File: config.mk
export PLATFORM = sky130hd
export DESIGN_NAME = register_file_32x32
export DESIGN_NICKNAME = d
export VERILOG_FILES = /design/src/rtl/cpu_pkg.sv /design/src/rtl/decoder_5_to_32.sv /design/src/rtl/register_file_32x32.sv
export SDC_FILE = /design/constraint.sdc
export NUM_CORES = 2
export LEC_CHECK = 0
export BUFFER_PORTS_ARGS = -buffer_cell sky130_fd_sc_hd__buf_4
export CORE_MARGIN = 10
export CORE_UTILIZATION = 45
export DETAILED_ROUTE_END_ITERATION = 16
export PLACE_DENSITY_LB_ADDON = 0.3
export SETUP_SLACK_MARGIN = 0.1
export SYNTH_ARGS = -nofsm -noshare
export SYNTH_HDL_FRONTEND = slang
export SYNTH_SLANG_ARGS = --single-unit
File: constraint.sdc
create_clock -name clock -period 2.91 [get_ports clock]
set_clock_uncertainty 0.05 [all_clocks]
set_input_delay 0.291 -clock clock [delete_from_list [all_inputs] [get_ports clock]]
set_output_delay 0.291 -clock clock [all_outputs]
set_load 0.03 [all_outputs]
File: src/rtl/cpu_pkg.sv
// Shared CPU-wide sizes and types for the register file and its write decoder.
package cpu_pkg;

   localparam int REG_COUNT      = 32;
   localparam int REG_ADDR_WIDTH = 5;
   localparam int WORD_WIDTH     = 32;

   typedef logic [REG_ADDR_WIDTH-1:0] reg_addr_t;
   typedef logic [WORD_WIDTH-1:0]     word_t;

   localparam reg_addr_t ZERO_REG = 5'd0;

endpackage

File: src/rtl/decoder_5_to_32.sv
// Binary-to-one-hot decoder: expands a 5-bit register index into 32 select lines.
module decoder_5_to_32
   import cpu_pkg::*;
(
   input  reg_addr_t              i_address,
   output logic [REG_COUNT-1:0]   o_onehot
);

   always_comb begin
      o_onehot            = '0;
      o_onehot[i_address] = 1'b1;
   end

endmodule

File: src/rtl/register_file_32x32.sv
// 32 x DATA_WIDTH MIPS register file: two combinational read ports, one clocked write port,
// $0 hardwired to zero, optional same-cycle write-to-read bypass.
module register_file_32x32
   import cpu_pkg::*;
#(
   parameter int DATA_WIDTH = WORD_WIDTH,
   parameter bit BYPASS     = 1'b1
)(
   input  logic                  clock,
   input  logic                  reset,
   input  reg_addr_t             read_address_a,
   input  reg_addr_t             read_address_b,
   output logic [DATA_WIDTH-1:0] read_data_a,
   output logic [DATA_WIDTH-1:0] read_data_b,
   input  logic                  write_enable,
   input  reg_addr_t             write_address,
   input  logic [DATA_WIDTH-1:0] write_data
);

   logic [DATA_WIDTH-1:0] r_regs [REG_COUNT];
   logic [REG_COUNT-1:0]  w_decoded;
   logic [REG_COUNT-1:0]  w_write_select;
   logic                  w_bypass_a;
   logic                  w_bypass_b;
   logic                  w_write_live;

   decoder_5_to_32 u_write_decoder (
      .i_address (write_address),
      .o_onehot  (w_decoded)
   );

   // Slot 0 is masked off so $0 can never be loaded, whatever the decoder says.
   always_comb begin
      w_write_select           = w_decoded & {REG_COUNT{write_enable}};
      w_write_select[ZERO_REG] = 1'b0;
   end

   always_ff @(posedge clock) begin
      for (int i = 0; i < REG_COUNT; i++) begin
         if (reset) begin
            r_regs[i] <= '0;
         end else if (w_write_select[i]) begin
            r_regs[i] <= write_data;
         end
      end
   end

   // Bypass is held off during reset so reads show stored contents, not the doomed write.
   assign w_write_live = BYPASS && !reset && write_enable && (write_address != ZERO_REG);
   assign w_bypass_a   = w_write_live && (read_address_a == write_address);
   assign w_bypass_b   = w_write_live && (read_address_b == write_address);

   always_comb begin
      read_data_a = r_regs[read_address_a];
      if (read_address_a == ZERO_REG) begin
         read_data_a = '0;
      end else if (w_bypass_a) begin
         read_data_a = write_data;
      end
   end

   always_comb begin
      read_data_b = r_regs[read_address_b];
      if (read_address_b == ZERO_REG) begin
         read_data_b = '0;
      end else if (w_bypass_b) begin
         read_data_b = write_data;
      end
   end

endmodule

==> results.toml <==
[sta]
hold_ws_ns = 0.0558
hold_violations = 0
grt_setup_unrepaired = "true"
worst_pin_slew_ns = 1.44
finalSetupViolCount = 10
maxSlewHeadroom_pct = 4.06
slew_viol_final = 0
period_minus_slack_ns = 3.03
post-route-period-util_pct = 104
fmax_mhz = 331
postLayoutSetupSlackWorst_ns = -0.115

[worst_setup_path]
critPathKind = "reg2out"
cp_num_cells = 6
timing.critical_path.from = "r_regs[26][31]"
critPathMaxStageDelay_ns = 0.50
worstPathCellList = "mux4_2 -> mux4_2 -> a211oi_2 -> buf_4 -> a21oi_4 -> buf_6"
critPathMostFrequentCell = "mux4_2"
crit_path_end_kind = "primary output"
cp_top_family = "multiplexers"
crit_required_ns = 2.57
cp_num_buf_inv = 2
critPathSlowestCell = "mux4_2"
arrival_ns = 2.68
cp-start-kind = "register"
crit_fanout = 2

[layout]
post-route-util_pct = 54.2
largestRegisters = "r_regs (992)"
drive_above_1_share_pct = 35.4
regArea_um2 = 29800
top_register = "r_regs"
multi_input_area_um2 = 24200
areaGrowthSynthToFinish_pct = 19.2
final_nets = 3966
fillCellCount = 9598
largest_reg_flops = 992

[floorplan]
die_h_um = 366
die_w_um = 366
initial_core_util_pct = 45.5
coreArea_um2 = 119000
die-area_um2 = 134000
io_pins = 114
rows = 126

[global_route]
antenna_found_initial = 20
grt_pass1_wl_mm = 285
track_usage_pct = 29.4
grt_pass1_vias = 37600
grt_max_degree = 49
grt_overflow = 0

[pwr]
switching_power_mw = 9.62
p_leak_nw = 22.0
ir_drop_uv = 571
clkPwrFrac_pct = 37.0
power_frac_seq_pct = 46.9
powerDensity_nw_per_um2 = 563
swShare_pct = 26.6
p_int_mw = 26.5
combPwrFrac_pct = 16.1

[yosys]
yosysTopAreaCell = "edfxtp_1"
yosys-top-cells-count = "and2_1, edfxtp_1, mux4_2"
yosysWarnings = 0
synth_area_um2 = 53900
ys_seq_area_share_pct = 55.3
netlist_instances = 3729
yosysMostFrequentCell = "and2_1"
syn_area_per_cell_um2 = 14.5
synth_top_area_share_pct = 55.3
ys_types = 55
synth_ff_type = "edfxtp_1"
synth-seq-cells = 992
synth-edff-count = 992
synthArstFlopShare_pct = 0
syn_nets = 3779
synthTopCellsByArea = "edfxtp_1, mux4_2, and2_1"

[routing]
wl_per_cell_um = 36.3
drcViolationCount = 0
drt_wl_total_mm = 204
first_iter_violations = 6039
vias = 37724
antenna_left = 0
first_pass_iters = 6
vias_per_cell = 6.73

[placed_design]
gp_congestion = 0.943
io_buffer_count = 113
dp_hpwl_mm = 129

[clocking]
path_clk_slew_ns = 0.06
cts-hold-fix-buffers = 0
clockBufferDepth = 3
htreeDepth = 3
cts_tree = "built"
cts_inserted_buffers = 105
cts-root-buf = "clkbuf_16"
clock_sinks = 992

[outcome]
status = "finished with violations"
violations = "setup timing"

[min_path]
hold_path_depth = 2
min_from = "write_data[2]"
min_path_type = "in2reg"
hold_path_end = "r_regs[26][2]"

[flow_run]
max_cap_violations = 0
metrics by stage:
stage          std cells  TNS (ns)  instance area [um^2]  power (mW)  setup slack, ns
2_1_floorplan       3729    -29.03                 54000        20.0           -0.227
3_3_place_gp        5404     -1.42                 59100        22.4           -0.432
3_5_place_dp        5404     -1.35                 59100        22.4           -0.390
4_1_cts             5599    -0.842                 63600        35.9           -0.124
5_1_grt             5605    -0.779                 64200        37.0           -0.145
6_report            5609    -0.493                 64200        36.1           -0.115
final cells by class:
cell class,instances,area share (%)
clock buffers,134,4.33
well taps,1600,3.12
clock inverters,60,0.859
multi-input cells,2324,37.7
inverters,9,0.0526
diodes,6,0.0234
flip-flops and latches,992,46.4
repair buffers,484,7.50
cells in the final DEF (no fill, tap or decap), drive strengths merged, types with 33 or more instances in the layout:
master    n
mux2i    64
clkinv   43
a211oi   33
clkbuf  137
a22oi    53
a221oi   72
edfxtp  992
mux2     95
mux4    416
nor2    124
nor2b    66
buf     480
and2    994
a21oi    39
o22ai    33
o21bai   34
nand2    56
how the worst max path moves through the flow:
| stage | to | slack, ns |
|---|---|---|
| global route | read_data_a[31] | -0.14 |
| detailed placement | read_data_b[10] | -0.39 |
| floorplan | r_regs[10][0] | -0.23 |
| CTS | read_data_a[31] | -0.12 |
| finish | read_data_a[31] | -0.12 |
| global placement | read_data_b[10] | -0.43 |
timing repair:
action / in CTS / in global routing
resized for setup: 232 / 105
endpoints found under the hold margin: 0 / 0
gates cloned: 1 / 3
setup buffers: 7 / 6
pin swaps: 103 / 63
endpoints found under the setup margin: 58 / 58
power by group through the flow:
stage / clock (mW) / combinational [mW] / sequential (mW)
after detailed placement: 0 / 5.22 / 17.2
after global routing: 14.0 / 5.95 / 17.0
after floorplan: 0 / 2.96 / 17.0
after CTS: 13.4 / 5.55 / 16.9
final: 13.4 / 5.83 / 16.9
after global placement: 0 / 5.21 / 17.1
logic make-up (layout without fill, tap and decap cells):
kind of cell / after synthesis / in the layout / share of synthesized area, %
and+or+nand+nor: 1320 / 1320 / 14.4
DFF: 992 / 992 / 55.3
muxes: 575 / 575 / 20.6
AOI/OAI and AO/OA: 419 / 419 / 6.10
buffers and inverters: 413 / 687 / 3.50
xor gates and xnor gates: 10 / 10 / 0.163
other: 0 / 6 / 0
metal layers:
metal | share of wire, % | up-vias | track usage, %
li1 | - | 14737 | -
met2 | 44 | 3130 | 44.1
met4 | 6.2 | 10 | 15.0
met3 | 14 | 694 | 9.21
met5 | 0.035 | - | 0
met1 | 35 | 19153 | 38.4
(Power assumes the default switching activity.)
